**src/rtl/regfile_scan_pkg.sv**
```systemverilog
// Shared defaults and FSM state type for the register-file change scanner.
package regfile_scan_pkg;

  localparam int unsigned NEntriesDef = 4;
  localparam int unsigned AwDef       = 2;
  localparam int unsigned DwDef       = 8;
  localparam int unsigned DivWDef     = 16;

  typedef enum logic [1:0] {
    StIdle,
    StWait,
    StSample,
    StEmit
  } state_e;

endpackage

```
**src/rtl/regfile_scan_shadow.sv**
```systemverilog
// Shadow copy of the scanned register file: one write port, valid bits cleared
// on reset, and a combinational "differs from last seen" flag for one entry.
module regfile_scan_shadow
  import regfile_scan_pkg::*;
#(
  parameter int unsigned N_ENTRIES = NEntriesDef,
  parameter int unsigned AW        = AwDef,
  parameter int unsigned DW        = DwDef
) (
  input  logic          clk_i,
  input  logic          rst_i,
  input  logic          we_i,
  input  logic [AW-1:0] waddr_i,
  input  logic [DW-1:0] wdata_i,
  input  logic [AW-1:0] raddr_i,
  input  logic [DW-1:0] rdata_i,
  output logic          mismatch_o
);

  logic [DW-1:0]        shadow_q [N_ENTRIES];
  logic [N_ENTRIES-1:0] valid_q;

  // Shadow storage and valid bits; reset forgets every entry.
  always_ff @(posedge clk_i) begin
    if (rst_i) begin
      valid_q <= '0;
      for (int i = 0; i < int'(N_ENTRIES); i++) begin
        shadow_q[i] <= '0;
      end
    end else if (we_i) begin
      valid_q[waddr_i]  <= 1'b1;
      shadow_q[waddr_i] <= wdata_i;
    end
  end

  // Never-seen entries count as changed.
  assign mismatch_o = !valid_q[raddr_i] || (shadow_q[raddr_i] != rdata_i);

endmodule

```
**src/rtl/regfile_scan.sv**
```systemverilog
// Round-robin scanner over a small register file that emits an (addr, data)
// record on a valid/ready stream whenever an entry differs from its shadow.
module regfile_scan
  import regfile_scan_pkg::*;
#(
  parameter int unsigned N_ENTRIES = NEntriesDef,
  parameter int unsigned AW        = AwDef,
  parameter int unsigned DW        = DwDef,
  parameter int unsigned DIV_W     = DivWDef
) (
  input  logic             CLKIN,
  input  logic             RESET,
  input  logic             EN,
  input  logic [DIV_W-1:0] DIV,
  input  logic             FORCE,
  output logic [AW-1:0]    RADDR,
  input  logic [DW-1:0]    RDATA,
  output logic             O_VALID,
  input  logic             O_READY,
  output logic [AW-1:0]    O_ADDR,
  output logic [DW-1:0]    O_DATA,
  output logic             SWEEP_DONE
);

  localparam logic [AW-1:0] LastAddr = AW'(N_ENTRIES - 1);

  state_e           state_q, state_d;
  logic [DIV_W-1:0] cnt_q, cnt_d;
  logic [AW-1:0]    raddr_q, raddr_d;
  logic [AW-1:0]    o_addr_q, o_addr_d;
  logic [DW-1:0]    o_data_q, o_data_d;
  logic             o_valid_q, o_valid_d;
  logic             sweep_done_q, sweep_done_d;
  logic             force_req_q, force_req_d;
  logic             force_active_q, force_active_d;

  logic mismatch;
  logic at_first;
  logic at_last;
  logic force_eff;
  logic sampling;
  logic emit;
  logic retire;

  assign at_first = (raddr_q == '0);
  assign at_last  = (raddr_q == LastAddr);
  assign sampling = (state_q == StSample);

  // A force only takes hold at the start of a sweep so it always covers a full one.
  assign force_eff = at_first ? (force_req_q | FORCE) : force_active_q;
  assign emit      = sampling && (mismatch || force_eff);
  assign retire    = (sampling && !(mismatch || force_eff)) ||
                     ((state_q == StEmit) && o_valid_q && O_READY);

  regfile_scan_shadow #(
    .N_ENTRIES (N_ENTRIES),
    .AW        (AW),
    .DW        (DW)
  ) u_shadow (
    .clk_i      (CLKIN),
    .rst_i      (RESET),
    .we_i       (emit),
    .waddr_i    (raddr_q),
    .wdata_i    (RDATA),
    .raddr_i    (raddr_q),
    .rdata_i    (RDATA),
    .mismatch_o (mismatch)
  );

  // FSM state register.
  always_ff @(posedge CLKIN) begin
    if (RESET) begin
      state_q <= StIdle;
    end else begin
      state_q <= state_d;
    end
  end

  // FSM next-state logic.
  always_comb begin
    state_d = state_q;
    unique case (state_q)
      StIdle:   if (EN) state_d = StWait;
      StWait:   if (cnt_q == '0) state_d = StSample;
      StSample: begin
        if (emit) begin
          state_d = StEmit;
        end else begin
          state_d = EN ? StWait : StIdle;
        end
      end
      StEmit:   if (retire) state_d = EN ? StWait : StIdle;
      default:  state_d = StIdle;
    endcase
  end

  // Pacing counter, address, force tracking and output record next values.
  always_comb begin
    cnt_d          = cnt_q;
    raddr_d        = raddr_q;
    o_valid_d      = o_valid_q;
    o_addr_d       = o_addr_q;
    o_data_d       = o_data_q;
    sweep_done_d   = 1'b0;
    force_req_d    = force_req_q | FORCE;
    force_active_d = force_active_q;

    if ((state_q == StIdle) && EN) begin
      cnt_d = DIV;
    end
    if ((state_q == StWait) && (cnt_q != '0)) begin
      cnt_d = cnt_q - 1'b1;
    end

    // Sweep start consumes any pending request, including one arriving this cycle.
    if (sampling && at_first) begin
      force_req_d    = 1'b0;
      force_active_d = force_eff;
    end

    if (emit) begin
      o_valid_d = 1'b1;
      o_addr_d  = raddr_q;
      o_data_d  = RDATA;
    end

    if (retire) begin
      o_valid_d = 1'b0;
      cnt_d     = DIV;
      raddr_d   = at_last ? '0 : raddr_q + 1'b1;
      if (at_last) begin
        sweep_done_d   = 1'b1;
        force_active_d = 1'b0;
      end
    end
  end

  // Datapath registers.
  always_ff @(posedge CLKIN) begin
    if (RESET) begin
      cnt_q          <= '0;
      raddr_q        <= '0;
      o_valid_q      <= 1'b0;
      o_addr_q       <= '0;
      o_data_q       <= '0;
      sweep_done_q   <= 1'b0;
      force_req_q    <= 1'b0;
      force_active_q <= 1'b0;
    end else begin
      cnt_q          <= cnt_d;
      raddr_q        <= raddr_d;
      o_valid_q      <= o_valid_d;
      o_addr_q       <= o_addr_d;
      o_data_q       <= o_data_d;
      sweep_done_q   <= sweep_done_d;
      force_req_q    <= force_req_d;
      force_active_q <= force_active_d;
    end
  end

  assign RADDR      = raddr_q;
  assign O_VALID    = o_valid_q;
  assign O_ADDR     = o_addr_q;
  assign O_DATA     = o_data_q;
  assign SWEEP_DONE = sweep_done_q;

endmodule

```
**config.mk**
```make
export PLATFORM = sky130hd
export DESIGN_NAME = regfile_scan
export DESIGN_NICKNAME = d
export VERILOG_FILES = /design/src/rtl/regfile_scan_pkg.sv /design/src/rtl/regfile_scan_shadow.sv /design/src/rtl/regfile_scan.sv
export SDC_FILE = /design/constraint.sdc
export NUM_CORES = 1
export LEC_CHECK = 0
export ABC_AREA = 1
export ABC_CLOCK_PERIOD_IN_PS = 7100
export CAP_MARGIN = 20
export CORE_MARGIN = 2
export CORE_UTILIZATION = 31
export DETAILED_ROUTE_END_ITERATION = 12
export PLACE_DENSITY = 0.49
export SYNTH_ARGS = -nofsm -noshare
export SYNTH_HDL_FRONTEND = slang
export SYNTH_SLANG_ARGS = --single-unit
```
**constraint.sdc**
```tcl
create_clock -name CLKIN -period 7.1 [get_ports CLKIN]
set_clock_uncertainty 0.2 [all_clocks]
set_input_delay 1.42 -clock CLKIN [delete_from_list [all_inputs] [get_ports CLKIN]]
set_output_delay 1.42 -clock CLKIN [all_outputs]
set_load 0.005 [all_outputs]
```
==> impl_metrics.ini <==
[run_status]
outcome = finished clean

[floorplan]
dieArea_um2 = 13200
fp.dieH_um = 115
rows = 40
core_um2 = 12000
die_w_um = 115
pin_count = 43
start_util = 0.317

[synth]
synthArstFlopShare = 0
yosysTopAreaCell = edfxtp_1
synth_edf_count = 32
synth-main-ff-cell = dfxtp_1
synth.top_cell.area_share = 0.253
syn_inst = 494
synth.cell_area_um2 = 3800
syn-num-nets = 529
synth_seq_cells = 72
syn_avg_cell_area_um2 = 7.69
ys_types = 30
synthTopCellsByArea = edfxtp_1, dfxtp_1, nand2_1
yosysWarnings = 0
seq_area_frac_synth = 0.464

[routing]
ant_nets = 0
first_pass_iters = 4
drcViolationCount = 0
num_vias = 3252
viasPerCell = 4.76
drt-initial-drc-count = 209
drt-total-wl_mm = 9.97
wire_per_inst_um = 14.6

[timing]
hold_viol_final = 0
tightest_slew_ps = 835
setup_tns_ps = 0
maxSlewHeadroom = 0.443
fin_crit_ps = 3800
rsz0062_at_grt = no
fmax_mhz = 263
finalSetupViolCount = 0
whs_ps = 251
slew_viol_final = 0
period_share = 0.536

[clock_tree]
cts_resized = 0
htree_num_levels = 3
cts.path.max_buffers = 2
numCtsBuffers = 9
cts_root_buffer = clkbuf_16
post_cts_buffers = 0
cts_tree = yes
cts_hold_buffers = 0
cts_sinks = 72
clk-insertion-delay-late_ps = 350
clk_pin_slew_ps = 60

[setup_path]
cp-end-kind = flip-flop
crit_slowest_cell = clkdlybuf4s50_1
cp_num_buf_inv = 2
cpPeakStageDelay_ps = 490
cp-start-kind = input pin
crit_fanout = 13
cp.required_ps = 6900
cp_cell_sequence = clkdlybuf4s50_1 > inv_1 > nand3_1 > nand2_1 > nor2_1 > nand2_1 > nor2_2 > nand2_2 > nand2_2 > nor2_4 > nand3_2 > nand2_1
arrival_ps = 3610
cp_top_family = simple AND/OR/NAND/NOR gates
worst-setup-path-type = input pin to flip-flop
cpMostUsedCell = nand2_1

[final_layout]
multiInputGateArea_um2 = 1700
areaGrowthSynthToFinish_pct = 22.9
diodes = 0
final_core_util = 0.390
nNetsFinal = 566
regArea_um2 = 1760
drive_gt1_frac = 0.0896
nFillCells = 1225

[global_route]
grt.total_usage = 0.164
grt_pass1_vias = 3159
grt_max_degree = 42
antenna_found_initial = 0
overflow = 0
grt_pass1_wl_mm = 16.3

[place]
gp_congestion = 0.856
port-buffer-count = 42
dp_hpwl_mm = 6.83

[power]
power_leakage_uw = 0.00204
peakVddDrop_v = 0.000112
power_density_nw_per_um2 = 294

[run]
max_cap_viol_count = 0

[hold_path]
hold_path_class = flip-flop to flip-flop
metal layers:
metal  global-route usage  wire length (um)  vias up
met5                    0                 0        -
met4               0.0602               178        0
met3               0.0535               492       12
met1                0.211              4760     1501
met2                0.256              4540       61
li1                     -                 -     1678
where the power goes:
group | total (uW) | switching (uW) | leakage, uW | internal, uW
Sequential | 503 | 28.0 | 0.000659 | 475
Combinational | 309 | 190 | 0.00121 | 118
Clock | 560 | 182 | 0.000173 | 378
worst register-to-register path, cell delays in order, from the launching register on:
cell,delay [ps]
dfxtp_1,780
inv_4,210
nand2_1,110
nand3_1,90
nand2_1,160
nand2_1,70
nand2_1,50
nor2_1,40
nand2_1,90
nor2_2,60
nand2_2,80
nand2_2,210
nor2_4,260
nand3_2,230
nand2_1,390
flip-flops by register name, summed over array words and instances (netlist names), named ones only:
register and flops:
force_req_q 1, state_q 2, u_shadow.shadow_q 32, cnt_q 16, u_shadow.valid_q 4, O_DATA 8
O_ADDR 2, RADDR 2, SWEEP_DONE 1, O_VALID 1, force_active_q 1
per-stage QoR:
step	instance area, um2	cells	setup slack (ps)	power, uW
6_report	4670	683	3300	1370
5_1_grt	4670	683	3090	1450
4_1_cts	4670	683	3280	1380
3_5_place_dp	4310	667	2930	820
3_3_place_gp	4300	666	2480	819
2_1_floorplan	3800	494	3720	736
worst paths after layout:
path                                           from                      end  slack [ps]  depth (start not counted)
worst max register to register            flip-flop  u_shadow.shadow_q[1][7]        3720                         14
worst max-delay path                       RDATA[6]  u_shadow.shadow_q[1][7]        3300                         12
worst min-delay path            u_shadow.valid_q[1]      u_shadow.valid_q[1]         250                          2
worst min register to register  u_shadow.valid_q[1]      u_shadow.valid_q[1]         250                          2
area by class of cell:
cell class	instances	area share
tap	147	0.0394
sequential	72	0.377
timing repair buffer	46	0.0965
clock buffer	10	0.0491
clock inverter	6	0.0284
inverter	55	0.0448
multi-input combinational	347	0.364
cells in the mapped netlist, types with 3 or more instances:
| cell type | n |
|---|---|
| inv_2 | 4 |
| nor2_1 | 65 |
| o21ai_0 | 30 |
| ha_1 | 6 |
| nand3_1 | 39 |
| xor2_1 | 13 |
| buf_2 | 5 |
| dfxtp_1 | 40 |
| buf_6 | 5 |
| nand2_1 | 129 |
| a31oi_1 | 3 |
| a21oi_1 | 4 |
| clkbuf_1 | 8 |
| nand3_2 | 6 |
| inv_1 | 50 |
| nor3_1 | 7 |
| edfxtp_1 | 32 |
| nor2_2 | 10 |
| nand2_2 | 4 |
| nand4_1 | 20 |
layout by cell type, fill, tap and decap left out, types with 6 or more instances in the layout:
cell	n
dfxtp_1	40
nand3_2	6
nor2_2	10
clkbuf_16	9
nand2_1	129
nor3_1	7
inv_1	50
nor2_1	65
o21ai_0	29
ha_1	6
nand3_1	39
clkdlybuf4s50_1	42
xor2_1	13
nand4_1	20
edfxtp_1	32
cell families after synthesis:
logic type,Yosys count,synth area share
xor gates and xnor gates,14,0.0323
buffers and inverters,75,0.0883
DFF,72,0.464
and+or+nand+nor,281,0.327
adders and majority gates,6,0.0198
AOI/OAI and AO/OA,44,0.0633
muxes,2,0.00527
Power figures use the tool's default switching activity.
